[config.mk]
export PLATFORM = sky130hd
export DESIGN_NAME = lif_mux_array
export DESIGN_NICKNAME = d
export VERILOG_FILES = /design/src/rtl/lif_mux_array.sv
export SDC_FILE = /design/constraint.sdc
export NUM_CORES = 1
export LEC_CHECK = 0
export CORE_ASPECT_RATIO = 1.1
export CORE_MARGIN = 8
export CORE_UTILIZATION = 35
export CTS_BUF_LIST = sky130_fd_sc_hd__clkbuf_8
export CTS_CLUSTER_DIAMETER = 50
export DETAILED_ROUTE_END_ITERATION = 16
export PLACE_DENSITY = 0.67
export SLEW_MARGIN = 15
export SYNTH_ARGS = -nofsm -noshare
export SYNTH_HDL_FRONTEND = slang
export SYNTH_SLANG_ARGS = --single-unit
export TNS_END_PERCENT = 1
[constraint.sdc]
create_clock -name clk -period 4 [get_ports clk]
set_input_delay 1.2 -clock clk [delete_from_list [all_inputs] [get_ports clk]]
set_output_delay 1.2 -clock clk [all_outputs]
set_load 0.01 [all_outputs]
[src/rtl/lif_mux_array.sv]
// Time-multiplexed leaky integrate-and-fire neuron array: one shared update
// datapath walks a channel register file in round-robin order, one channel per enabled cycle.
//
// state      | meaning
// CH0..CHN-1 | ptr value; channel updated on the next enabled edge, wraps N_CH-1 -> 0
module lif_mux_array #(
  parameter int N_CH       = 4,
  parameter int WIDTH      = 8,
  parameter int THRESHOLD  = 200,
  parameter int LEAK_SHIFT = 1,
  parameter int REFRACT    = 2,
  localparam int PW        = $clog2(N_CH)
) (
  input  logic                  clk,
  input  logic                  rst,
  input  logic                  en,
  input  logic [N_CH*WIDTH-1:0] current_in,
  output logic [N_CH-1:0]       spike,
  output logic [WIDTH-1:0]      state_out,
  output logic [PW-1:0]         ch_out,
  output logic                  frame_done
);

  localparam logic [WIDTH-1:0] TH      = WIDTH'(THRESHOLD);
  localparam logic [3:0]       RF      = 4'(REFRACT);
  localparam logic [PW-1:0]    LAST_CH = PW'(N_CH - 1);

  logic [WIDTH-1:0] state_q [N_CH];
  logic [3:0]       rcnt_q  [N_CH];
  logic [PW-1:0]    ptr;

  logic [WIDTH-1:0] cur_state;
  logic [WIDTH-1:0] cur_i;
  logic [3:0]       cur_rcnt;
  logic [WIDTH-1:0] leak;
  logic [WIDTH:0]   sum;
  logic [WIDTH-1:0] sat;
  logic             refr;
  logic             fire;
  logic [WIDTH-1:0] next_state;
  logic [3:0]       next_rcnt;
  logic [PW-1:0]    next_ptr;

  always_comb begin
    cur_state  = state_q[ptr];
    cur_rcnt   = rcnt_q[ptr];
    cur_i      = current_in[int'(ptr)*WIDTH +: WIDTH];
    leak       = cur_state - (cur_state >> LEAK_SHIFT);
    sum        = {1'b0, leak} + {1'b0, cur_i};
    // Saturate before the threshold compare so a wrapped sum can never dodge a spike.
    sat        = sum[WIDTH] ? {WIDTH{1'b1}} : sum[WIDTH-1:0];
    refr       = (cur_rcnt != 4'd0);
    fire       = !refr && (sat >= TH);
    next_state = sat;
    next_rcnt  = 4'd0;
    if (refr) begin
      next_state = leak;
      next_rcnt  = cur_rcnt - 4'd1;
    end else if (fire) begin
      next_state = sat - TH;
      next_rcnt  = RF;
    end
    next_ptr = (ptr == LAST_CH) ? '0 : ptr + 1'b1;
  end

  always_ff @(posedge clk) begin
    if (rst) begin
      for (int i = 0; i < N_CH; i++) begin
        state_q[i] <= '0;
        rcnt_q[i]  <= '0;
      end
      ptr        <= '0;
      spike      <= '0;
      state_out  <= '0;
      ch_out     <= '0;
      frame_done <= 1'b0;
    end else begin
      frame_done <= 1'b0;
      if (en) begin
        state_q[ptr] <= next_state;
        rcnt_q[ptr]  <= next_rcnt;
        spike[ptr]   <= fire;
        state_out    <= next_state;
        ch_out       <= ptr;
        frame_done   <= (ptr == LAST_CH);
        ptr          <= next_ptr;
      end
    end
  end

endmodule

==> flow_summary.ini, run 1 <==
[routing]
drtAntennaViolNets = 0
wirelength_mm = 11.1
drt_iter0_markers = 161
detail_route.wl_per_cell_um = 17.8
vias = 3225
viasPerCell = 5.16
drc = 0
drt_first_pass_iters = 4

[sta]
slew_headroom = 0.506
setup_viol = 48
unrepaired_setup_endpoints_after_global_routing = yes
timing.final.crit_period_ps = 4410
timing.setup.tns_ps = -12640
tightestPinTransition_ps = 741
maxClockFrequency_mhz = 227
slew_violations = 0
final.setup_skew_ps = 14.1
setup_ws_ps = -410
final.hold.worst_slack_ps = 441
hold_viol_final = 0
fin_crit_sh = 1.10

[clock_tree]
cts-buffers-inserted = 9
path_clk_slew_ps = 80
clk-insertion-delay-late_ps = 340
tritoncts_clock_tree = built
maximum_buffer_depth_of_the_clock_tree = 2
cts.htree.levels = 3
clock-root-buffer = sky130_fd_sc_hd__clkbuf_8
numClockSinks = 67

[floorplanning]
io-pin-count = 50
floorplan.core_area_sq_um = 11300
chipHeight_um = 128
core.rowCount = 41
horizontal_extent_of_the_die_um = 118
die-area_sq_um = 15000
initial_standard_cell_utilization_of_the_core = 0.352

[worst_setup_path]
cpPeakStageDelay_ps = 520
worst-endpoint-arrival_ps = 4490
critical_path.slowest_cell = sky130_fd_sc_hd__mux4_2
cp-start-kind = flop
crit_path_cell_trace = buf_6 > mux4_2 > inv_2 > ha_4 > nor2b_4 > o31a_1 > o21a_1 > o41ai_2 > xnor2_1 > ha_2 > nor4b_4 > mux2i_4 > a22oi_2 > o21a_4 > a221oi_2 > buf_4 > nor2_1
critical_path.max_fanout = 5
setup.worst_path.end_class = flop
path_delay_family = compound AO/OA/AOI/OAI gates
timing_worst_setup_path_type = flop to flop
path_buf_inv = 3
timing.critical_path.required_ps = 4080

[placement]
final_hpwl_dp_mm = 8.25
place_ws_ps = -440
buffer_ports.inserted = 49
globalplace.congestion = 0.890

[synth]
instance_count_of_the_mapped_netlist = 348
synth_seq_area_share = 0.459
netlist-cell-type-count = 59
synth_fp_nets = 406
synthTopCellsByArea = sky130_fd_sc_hd__edfxtp_1 36%, sky130_fd_sc_hd__mux4_2 11%, sky130_fd_sc_hd__dfxtp_1 9.6%
synth_largest_type_area_fraction = 0.363
edff_count_synth = 48
postSynth.asyncResetShare = 0
total_of_flip_flops_plus_latches_after_synthesis = 67
yosys.area.top_type = sky130_fd_sc_hd__edfxtp_1
mappedNetlistArea_sq_um = 3970
ys_dominant_reg_cell = sky130_fd_sc_hd__edfxtp_1
yosysWarnings = 0
synthesis.area_per_instance_sq_um = 11.4

[cells_and_area]
layout.cells.most_common_list = 72 x sky130_fd_sc_hd__buf_4, 54 x sky130_fd_sc_hd__nor2_1, 49 x sky130_fd_sc_hd__clkdlybuf4s50_1
diodes = 0
filler_instances = 1049
nets = 528
final_layout_size_suffix_gt1_frac = 0.339
flow.area_growth_from_synthesis_pct = 39.8
layout_commonest_cell = sky130_fd_sc_hd__buf_4

[grt]
grt_antenna_before_repair = 0
grt_pass1_wl_mm = 17.5
grt.overflow.total = 0
grt_start_max_net_pins = 23
grtUsageTotal = 0.148
via_count_of_the_first_global_routing_pass = 3406

[run]
maxCapViolations = 0

[power]
p_leak_uw = 0.00219
worst_ir_drop_vdd_mv = 0.401
power.density_cell_area_nw_per_um2 = 808

[status]
failed_checks = negative setup slack
run_status = finished with violations

[worst_hold_path]
hold_path_class = flop to flop
final timing paths:
| kind | from | endpoint | slack, ps | cells after the start |
|---|---|---|---|---|
| setup / recovery | flop | state_q[2][4] | -410 | 17 |
| hold / removal | state_out[1] | state_out[1] | 440 | 2 |
| setup reg to reg | flop | state_q[2][4] | -410 | 17 |
| hold reg to reg | state_out[1] | state_out[1] | 440 | 2 |
per-stage QoR:
stage | util | power [uW] | instances | cell area (sq um)
after global routing | 0.492 | 4740 | 625 | 5550
after global placement | 0.452 | 3400 | 598 | 5100
after floorplan | - | 2410 | 348 | 4010
final | 0.492 | 4490 | 625 | 5550
after CTS | 0.473 | 4090 | 615 | 5340
after detailed placement | 0.452 | 3460 | 598 | 5100
cell usage after synthesis (2+ instances only):
cell type,n
sky130_fd_sc_hd__buf_4,2
sky130_fd_sc_hd__o211ai_1,2
sky130_fd_sc_hd__a211oi_2,2
sky130_fd_sc_hd__mux2i_1,6
sky130_fd_sc_hd__o21ai_0,7
sky130_fd_sc_hd__nor2_1,56
sky130_fd_sc_hd__dfxtp_1,19
sky130_fd_sc_hd__fa_1,2
sky130_fd_sc_hd__xor2_1,2
sky130_fd_sc_hd__buf_1,4
sky130_fd_sc_hd__xnor2_1,5
sky130_fd_sc_hd__a21oi_1,14
sky130_fd_sc_hd__clkbuf_1,7
sky130_fd_sc_hd__nand3_1,15
sky130_fd_sc_hd__nor2b_1,3
sky130_fd_sc_hd__inv_1,25
sky130_fd_sc_hd__mux4_2,20
sky130_fd_sc_hd__a211oi_1,4
sky130_fd_sc_hd__a21o_1,4
sky130_fd_sc_hd__ha_1,21
sky130_fd_sc_hd__a211o_1,2
sky130_fd_sc_hd__nand2_1,22
sky130_fd_sc_hd__o21a_1,7
sky130_fd_sc_hd__edfxtp_1,48
sky130_fd_sc_hd__nor3_1,7
sky130_fd_sc_hd__nand2b_1,9
worst register-to-register path, stage by stage (launching register included):
cell,delay [ps]
sky130_fd_sc_hd__dfxtp_4,400
sky130_fd_sc_hd__buf_6,120
sky130_fd_sc_hd__mux4_2,520
sky130_fd_sc_hd__inv_2,110
sky130_fd_sc_hd__ha_4,200
sky130_fd_sc_hd__nor2b_4,120
sky130_fd_sc_hd__o31a_1,290
sky130_fd_sc_hd__o21a_1,230
sky130_fd_sc_hd__o41ai_2,330
sky130_fd_sc_hd__xnor2_1,200
sky130_fd_sc_hd__ha_2,360
sky130_fd_sc_hd__nor4b_4,160
sky130_fd_sc_hd__mux2i_4,250
sky130_fd_sc_hd__a22oi_2,150
sky130_fd_sc_hd__o21a_4,220
sky130_fd_sc_hd__a221oi_2,260
sky130_fd_sc_hd__buf_4,170
sky130_fd_sc_hd__nor2_1,40
state kept, by name, summed over array words and instances (netlist names), named ones only:
register / cells
ptr: 2
state_out: 8
state_q: 32
spike: 4
rcnt_q: 16
ch_out: 2
frame_done: 1
routing by layer:
layer	vias up	share of wire	GRT usage
met4	0	0.028	0.0611
met1	1573	0.39	0.169
met5	-	0	0
li1	1525	-	-
met2	101	0.52	0.262
met3	26	0.053	0.0322
power by group:
group | total [uW] | leakage [uW] | internal (uW) | switching (uW)
sequential | 875 | 0.000656 | 840 | 35.5
combinational | 3050 | 0.00143 | 1550 | 1500
clock | 562 | 0.0000989 | 287 | 275
total | 4490 | 0.00219 | 2680 | 1810
repair_timing:
action	4_1_cts	5_1_grt
gates resized for setup	12	27
hold buffers	0	0
setup endpoints to repair	48	48
setup buffers	1	11
cloned	0	0
pin swaps	8	29
final cells by class:
| class | instances | area, sq um | area share |
|---|---|---|---|
| clock buffers | 9 | 124 | 0.0223 |
| well taps | 150 | 188 | 0.0338 |
| clock inverters | 7 | 67.6 | 0.0122 |
| inverters | 26 | 97.6 | 0.0176 |
| flip-flops and latches | 67 | 1830 | 0.329 |
| multi-input cells | 241 | 2170 | 0.391 |
| repair buffers | 125 | 1080 | 0.194 |
cells by family (layout without fill, tap and decap cells):
| kind of cell | after synthesis | after routing | synth area share |
|---|---|---|---|
| AOI/OAI and AO/OA | 62 | 62 | 0.134 |
| and+or+nand+nor | 122 | 122 | 0.140 |
| buffers and inverters | 40 | 167 | 0.0416 |
| muxes | 27 | 27 | 0.134 |
| DFF | 67 | 67 | 0.459 |
| xor gates and xnor gates | 7 | 7 | 0.0154 |
| adders and majority gates | 23 | 23 | 0.0762 |
(Power assumes the default switching activity.)
==> inputs of run 2 (changes only) <==
Settings changed: CTS_CLUSTER_DIAMETER 50 to 150, MAX_ROUTING_LAYER set to met4.
==> run 2 against run 1 <==
The flow still finishes with violations (negative setup slack). Global-route usage rose by 0.45 points. Sequential cell count did not move. Die area did not move. Sequential share of layout area fell by 0.052 points. Combinational power barely moved. First-iteration DRC count rose by 14%. Sequential power barely moved. Final area rose by 0.16%. Register-to-register slack barely moved. Critical path type unchanged. Core utilization rose by 0.078 points. Highest routed layer unchanged. Critical endpoint is now state_q[1][5]. Largest power group unchanged. Count of clock-buffer cells in the layout did not move. Final cell count did not move.
==> flow_summary.ini, run 2 (synthesis results as in run 1) <==
[grt]
grt_start_max_net_pins = 23
grt_pass1_wl_mm = 17.5
grt.overflow.total = 0
via_count_of_the_first_global_routing_pass = 3387
grtUsageTotal = 0.152
grt_antenna_before_repair = 0

[routing]
drt_first_pass_iters = 4
drt_iter0_markers = 183
vias = 3198
drc = 0
viasPerCell = 5.12
wirelength_mm = 11.2
drtAntennaViolNets = 0
detail_route.wl_per_cell_um = 17.8

[cells_and_area]
top_register = state_q
final_util = 0.493
filler_instances = 1047
diodes = 0
fin_cells = 625
top_regs = state_q: 32 flops, rcnt_q: 16 flops, state_out: 8 flops
flow.area_growth_from_synthesis_pct = 40.0
nets = 528
layout_commonest_cell = sky130_fd_sc_hd__buf_4
layout.cells.most_common_list = 71 x sky130_fd_sc_hd__buf_4, 54 x sky130_fd_sc_hd__nor2_1, 49 x sky130_fd_sc_hd__clkdlybuf4s50_1
largest_register_ff_count = 32
final_layout_size_suffix_gt1_frac = 0.339

[sta]
slew_violations = 0
tightestPinTransition_ps = 732
slew_headroom = 0.512
hold_viol_final = 0
maxClockFrequency_mhz = 227
fin_crit_sh = 1.10
setup_ws_ps = -414
timing.final.crit_period_ps = 4410
setup_viol = 48
unrepaired_setup_endpoints_after_global_routing = yes
final.setup_skew_ps = 14.8

[placement]
final_hpwl_dp_mm = 8.25
buffer_ports.inserted = 49
globalplace.congestion = 0.905
dp_cells = 598

[power]
p_leak_uw = 0.00219
power.density_cell_area_nw_per_um2 = 810
worst_ir_drop_vdd_mv = 0.404

[clock_tree]
tritoncts_clock_tree = built
hold_buffers = 0
clock-root-buffer = sky130_fd_sc_hd__clkbuf_8
cts-buffers-inserted = 9
clk-insertion-delay-late_ps = 340
cts.htree.levels = 3
path_clk_slew_ps = 80
maximum_buffer_depth_of_the_clock_tree = 2
numClockSinks = 67

[worst_hold_path]
hold_path_class = flop to flop
hold_path_startpoint = state_out[1]
worst_hold_path.num_cells = 2
worstHoldEndpoint = state_out[1]

[worst_setup_path]
critical_path.max_fanout = 5
worst-endpoint-arrival_ps = 4610
timing.critical_path.required_ps = 4200
regToRegSetupSlack_ps = -410
setup.worst_path.end_class = flop
cp-start-kind = flop
worst_reg2reg_path_endpoint = state_q[1][5]
rr_worst_depth = 16
timing_worst_setup_path_type = flop to flop

[status]
run_status = finished with violations
failed_checks = negative setup slack

[floorplanning]
core.rowCount = 41
die-area_sq_um = 15000
initial_standard_cell_utilization_of_the_core = 0.352
horizontal_extent_of_the_die_um = 118
chipHeight_um = 128
floorplan.core_area_sq_um = 11300
io-pin-count = 50

[run]
maxCapViolations = 0
[run 2: report_power, final]
group	total, uW	internal (uW)	switching, uW
Sequential	876	840	35.9
Combinational	3070	1560	1510
Clock	560	287	273
Total	4500	2680	1820
[run 2: cell type report]
cell class | count | area, sq um | share of cell area
Clock buffer | 9 | 124 | 0.0223
Timing Repair Buffer | 125 | 1080 | 0.194
Clock inverter | 7 | 67.6 | 0.0121
Tap cell | 150 | 188 | 0.0337
Multi-Input combinational cell | 241 | 2180 | 0.392
Inverter | 26 | 97.6 | 0.0175
Sequential cell | 67 | 1830 | 0.328
[run 2: timing repair]
action	in CTS	in global routing
pin swaps	8	30
setup buffers	1	11
gates resized for setup	12	29
setup endpoints to repair	48	48
hold endpoints to repair	0	0
[run 2: through the flow]
stage / area (sq um) / TNS (ps) / worst slack [ps] / power (uW) / hold WS, ps
3_3_place_gp: 5100 / -11360 / -369 / 3400 / 433
4_1_cts: 5340 / -8210 / -319 / 4090 / 448
2_1_floorplan: 4010 / -2690 / -264 / 2410 / 467
5_1_grt: 5560 / -20100 / -557 / 4750 / 466
3_5_place_dp: 5100 / -14960 / -440 / 3460 / 435
6_report: 5560 / -12610 / -414 / 4500 / 441
[run 2: worst max path at each step]
| stage | end | cells after the start | slack (ps) | from |
|---|---|---|---|---|
| 2_1_floorplan | state_q[0][5] | 19 | -260 | flop |
| 3_3_place_gp | state_q[2][4] | 12 | -370 | current_in[24] |
| 3_5_place_dp | state_q[2][4] | 12 | -440 | current_in[24] |
| 4_1_cts | state_q[2][4] | 18 | -320 | flop |
| 5_1_grt | state_out[5] | 21 | -560 | flop |
| 6_report | state_q[1][5] | 16 | -410 | flop |
[run 2: routing by layer]
| metal | vias up | routed length (um) | global-route usage |
|---|---|---|---|
| li1 | 1520 | - | - |
| met1 | 1572 | 4480 | 0.172 |
| met2 | 87 | 5940 | 0.262 |
| met3 | 19 | 519 | 0.0282 |
| met4 | 0 | 214 | 0.0649 |
| met5 | - | 0 | - |
[run 2: critical path: stages (launching register included)]
cell and delay (ps):
sky130_fd_sc_hd__dfxtp_4 400, sky130_fd_sc_hd__buf_6 120, sky130_fd_sc_hd__mux4_2 520, sky130_fd_sc_hd__inv_2 110, sky130_fd_sc_hd__ha_4 200, sky130_fd_sc_hd__nor2b_4 120, sky130_fd_sc_hd__o31a_1 290, sky130_fd_sc_hd__o21a_1 230
sky130_fd_sc_hd__o41ai_2 330, sky130_fd_sc_hd__xnor2_1 160, sky130_fd_sc_hd__ha_2 420, sky130_fd_sc_hd__nor4b_4 280, sky130_fd_sc_hd__mux2i_4 150, sky130_fd_sc_hd__a211o_4 380, sky130_fd_sc_hd__o31ai_4 280, sky130_fd_sc_hd__o221ai_2 160
sky130_fd_sc_hd__nor2_1 110
